--- src/rtl/stream_width_down_pkg.sv ---
// Shared types for the wide-to-narrow stream serializer.
// The control flag is kept as a named two-state enum so waveforms read IDLE/SHIFT.
package stream_width_down_pkg;

  typedef enum logic {
    IDLE  = 1'b0,
    SHIFT = 1'b1
  } state_t;

endpackage

--- src/rtl/stream_width_down.sv ---
// Splits each wide input word into Ratio narrow slices, one slice per accepted beat.
// Next word is taken on the same edge as the final slice, so a held stream has no bubbles.
module stream_width_down
  import stream_width_down_pkg::*;
#(
  parameter int InWidth  = 32,
  parameter int OutWidth = 8,
  parameter bit MsbFirst = 1'b1
) (
  input  logic                clk,
  input  logic                rst,
  input  logic                din_valid,
  output logic                din_ready,
  input  logic [InWidth-1:0]  din_data,
  output logic                dout_valid,
  input  logic                dout_ready,
  output logic [OutWidth-1:0] dout_data,
  output logic                dout_last
);

  localparam int Ratio   = InWidth / OutWidth;
  localparam int CntBits = (Ratio > 1) ? $clog2(Ratio) : 1;
  localparam logic [CntBits-1:0] LastCnt = CntBits'(Ratio - 1);

  if (((InWidth % OutWidth) != 0) || (Ratio < 2)) begin : g_bad_ratio
    $error("stream_width_down: InWidth must be a multiple of OutWidth with at least two slices");
  end

  state_t               state;
  state_t               state_next;
  logic [InWidth-1:0]   sreg;
  logic [CntBits-1:0]   cnt;
  logic                 busy;
  logic                 word_fire;
  logic                 slice_fire;

  assign busy       = (state == SHIFT);
  assign word_fire  = din_valid & din_ready;
  assign slice_fire = dout_valid & dout_ready;

  always_ff @(posedge clk) begin
    if (!rst) begin
      state <= IDLE;
    end else begin
      state <= state_next;
    end
  end

  // Leaving SHIFT only when the last slice goes out with no replacement word behind it.
  always_comb begin
    state_next = state;
    unique case (state)
      IDLE:  if (word_fire) state_next = SHIFT;
      SHIFT: if (slice_fire && dout_last && !word_fire) state_next = IDLE;
      default: state_next = IDLE;
    endcase
  end

  // din_ready looks at dout_ready directly so the reload can share the last-slice edge.
  always_comb begin
    dout_valid = busy;
    dout_last  = busy && (cnt == LastCnt);
    din_ready  = !busy || (dout_ready && dout_last);
    dout_data  = MsbFirst ? sreg[InWidth-1 -: OutWidth] : sreg[OutWidth-1:0];
  end

  // The slice on display always sits at the output end, so a shift just exposes the next one.
  always_ff @(posedge clk) begin
    if (!rst) begin
      sreg <= '0;
      cnt  <= '0;
    end else if (word_fire) begin
      sreg <= din_data;
      cnt  <= '0;
    end else if (slice_fire && !dout_last) begin
      sreg <= MsbFirst ? (sreg << OutWidth) : (sreg >> OutWidth);
      cnt  <= cnt + CntBits'(1);
    end
  end

endmodule

--- config.mk ---
export PLATFORM = sky130hd
export DESIGN_NAME = stream_width_down
export DESIGN_NICKNAME = d
export VERILOG_FILES = /design/src/rtl/stream_width_down_pkg.sv /design/src/rtl/stream_width_down.sv
export SDC_FILE = /design/constraint.sdc
export NUM_CORES = 1
export LEC_CHECK = 0
export BUFFER_PORTS_ARGS = -buffer_cell sky130_fd_sc_hd__buf_2
export CAP_MARGIN = 15
export CORE_ASPECT_RATIO = 0.9
export CORE_UTILIZATION = 54
export CTS_CLUSTER_DIAMETER = 120
export DETAILED_ROUTE_END_ITERATION = 8
export HOLD_SLACK_MARGIN = 0.06
export PLACE_DENSITY = 0.8
export SLEW_MARGIN = 20
export SYNTH_ARGS = -nofsm -noshare
export SYNTH_HDL_FRONTEND = slang
export SYNTH_SLANG_ARGS = --single-unit
--- constraint.sdc ---
create_clock -name clk -period 2.4 [get_ports clk]
set_clock_uncertainty 0.15 [all_clocks]
set_input_delay 0.48 -clock clk [delete_from_list [all_inputs] [get_ports clk]]
set_output_delay 0.48 -clock clk [all_outputs]
set_load 0.01 [all_outputs]
==> qor.csv <==
metric,value,unit
cts bufs inserted,5,
worst reg-to-reg path cell count,5,
clk buf depth,2,
initial antenna violation count,0,
synthesized netlist net count,262,
worst path required time,1.77,ns
# Post-CTS Setup Buffers,0,
Hold Crit Class,primary input to flop,
cell depth of the worst hold path,3,
Worst VDD drop,433,µV
total gr overflow,0,
fill count,322,
GP Congestion,0.724,
Final setup viols,0,
Buffers on Ports,46,
wire length per cell,14.6,µm
"reg-to-reg slack, setup",0.46,ns
startpoint class of the critical path,flop,
Die ar.,4060,µm²
Fmax achieved,462,MHz
DRT Wirelength,4350,µm
area of the mapped netlist,2060,µm²
Critical R2R Capture,cnt[0]$_SDFFE_PP0P_,
Clk Tree Root Cell,clkbuf_8,
share of cells above drive strength 1,33.1,%
DRC errors left,0,
"Slew Viols, Final",0,
"most common cell after layout, fill and taps aside",buf_2,
CTS H-Tree Depth,2,
Die W,67.0,µm
row count,20,
Post-DP Area,2210,µm²
detailed placer's ending HPWL,2770,µm
GR Util met1,31.3,%
drt pass-1 iters,4,
nets,290,
GRT Max-Usage Layer,met2,
clock-pin transition on the worst setup and hold timing paths,0.07,ns
Crit Path Class,flop to primary output,
met2 Resource Use GR,37.7,%
most frequent cells in the layout,"buf_2 (46), dfxtp_1 (35), inv_1 (25)",
share of the clock period used by the worst path after layout,90.2,%
measured slew at the worst slew-check pin,0.563,ns
Leakage Power,1.06,nW
post_cts resized,0,
vias in the first global route,1569,
DR vias/cell,5.82,
largest net degree at the start of global routing,35,
post-route setup TNS,0,ns
maxcap violations,0,
number of I/O pins,47,
Synth Register Bits,35,
ant diodes,0,
worst-path fanout max,23,
"Avg Cell Area, Syn",9.14,µm²
die height,60.5,µm
Yosys warning total,0,
design area,2310,µm²
register area share after synthesis,34.1,%
Pwr per Cell Area,614,nW/µm²
Starting Density,58.7,%
hold path endpoint,sreg[0]$_SDFFE_PN0P_,
fin crit period,2.16,ns
worst hold start,din_data[0],
area of the core,3500,µm²
CTS Hold Bufs,0,
antenna-violating nets left,0,
WHS,0.284,ns
GRT Total Usage,23.4,%
initial DRC count,120,
clock latency at the later pin of the worst-skew pair,0.29,ns
P&R area growth vs syn,12.5,%
WP data arrival,1.53,ns
outcome,"finished, final reports clean",
CTS tree,done,
via count,1733,
type of element capturing the critical path,primary output,
Yosys cell types,24,
post-synthesis cell count,225,
R2R Path Start,cnt[0]$_SDFFE_PP0P_,
final hold vios,0,
met3 GRT Util,5.64,%
Slew headroom,62.4,%
RSZ-0062 raised after global routing,false,
first-pass GRT wire length,7180,µm
clock sinks,35,
==> per-stage QoR <==
stage	instances	power (mW)	setup slack, ns	util (%)
after floorplan	225	0.903	0.551	-
final	298	1.42	0.235	66.0
after global routing	298	1.49	0.162	66.0
after detailed placement	290	0.962	0.468	63.1
after global placement	290	0.958	0.545	63.1
after CTS	298	1.43	0.247	66.0
==> Yosys cell counts <==
cell type	n	area, µm²
and2_1	1	6.26
a21bo_4	1	16.3
a21boi_0	1	7.51
a221oi_2	20	300
and2_4	1	8.76
a221oi_1	4	35.0
nand3_1	8	40.0
buf_6	4	45.0
nor2b_1	1	6.26
o22ai_1	24	150
nand2_1	8	30.0
clkbuf_1	16	60.1
mux2i_1	9	90.1
buf_1	1	3.75
dfxtp_1	35	701
inv_1	25	93.8
buf_2	4	20.0
o31ai_1	24	180
xor2_1	1	8.76
nand2b_1	24	150
buf_4	9	67.6
ha_1	1	12.5
nand3b_1	1	7.51
nor3b_1	2	15.0
==> logic make-up after synthesis <==
family,count (synthesis),synth area share (%)
AOI/OAI and AO/OA,74,33.5
adders and majority gates,1,0.609
buffers and inverters,59,14.1
DFF,35,34.1
muxes,9,4.38
and+or+nand+nor,46,12.8
xor gates and xnor gates,1,0.426
==> where the power goes <==
part | internal (mW) | switching, mW | total (mW)
registers | 0.630 | 0.0353 | 0.665
logic | 0.132 | 0.155 | 0.287
clock network | 0.262 | 0.206 | 0.468
total | 1.02 | 0.397 | 1.42
==> worst max-delay path, cell delays in order (launching register included) <==
cell	delay [ns]
dfxtp_1	0.36
ha_1	0.29
buf_4	0.30
and2_1	0.17
buf_2	0.12
==> how the worst max path moves through the flow <==
stage               slack (ns)  cells after the start                  start             endpoint
CTS                       0.25                      4    cnt[0]$_SDFFE_PP0P_            dout_last
global placement          0.55                      5    cnt[0]$_SDFFE_PP0P_  cnt[0]$_SDFFE_PP0P_
global route              0.16                      4    cnt[0]$_SDFFE_PP0P_            dout_last
detailed placement        0.47                      5    cnt[0]$_SDFFE_PP0P_  cnt[0]$_SDFFE_PP0P_
finish                    0.24                      4    cnt[0]$_SDFFE_PP0P_            dout_last
floorplan                 0.55                      3  dout_valid$_SDFF_PN0_            dout_last
==> flip-flops by register name (all words and copies together) (netlist names) <==
register and count:
sreg 32, dout_valid 1, cnt 2
==> final cells by class <==
type	instances	area, µm²	area share [%]
sequential	35	701	30.3
tap	44	55.1	2.38
timing repair buffer	55	298	12.9
multi-input combinational	131	1060	46.0
inverter	25	93.8	4.06
clock buffer	8	100	4.33
==> metal layers <==
layer	wire [µm]	part of all wire (%)
met1	2150	49
met2	1960	45
met3	217	5.0
met4	29	0.67
met5	0	0
Power figures use the tool's default switching activity.
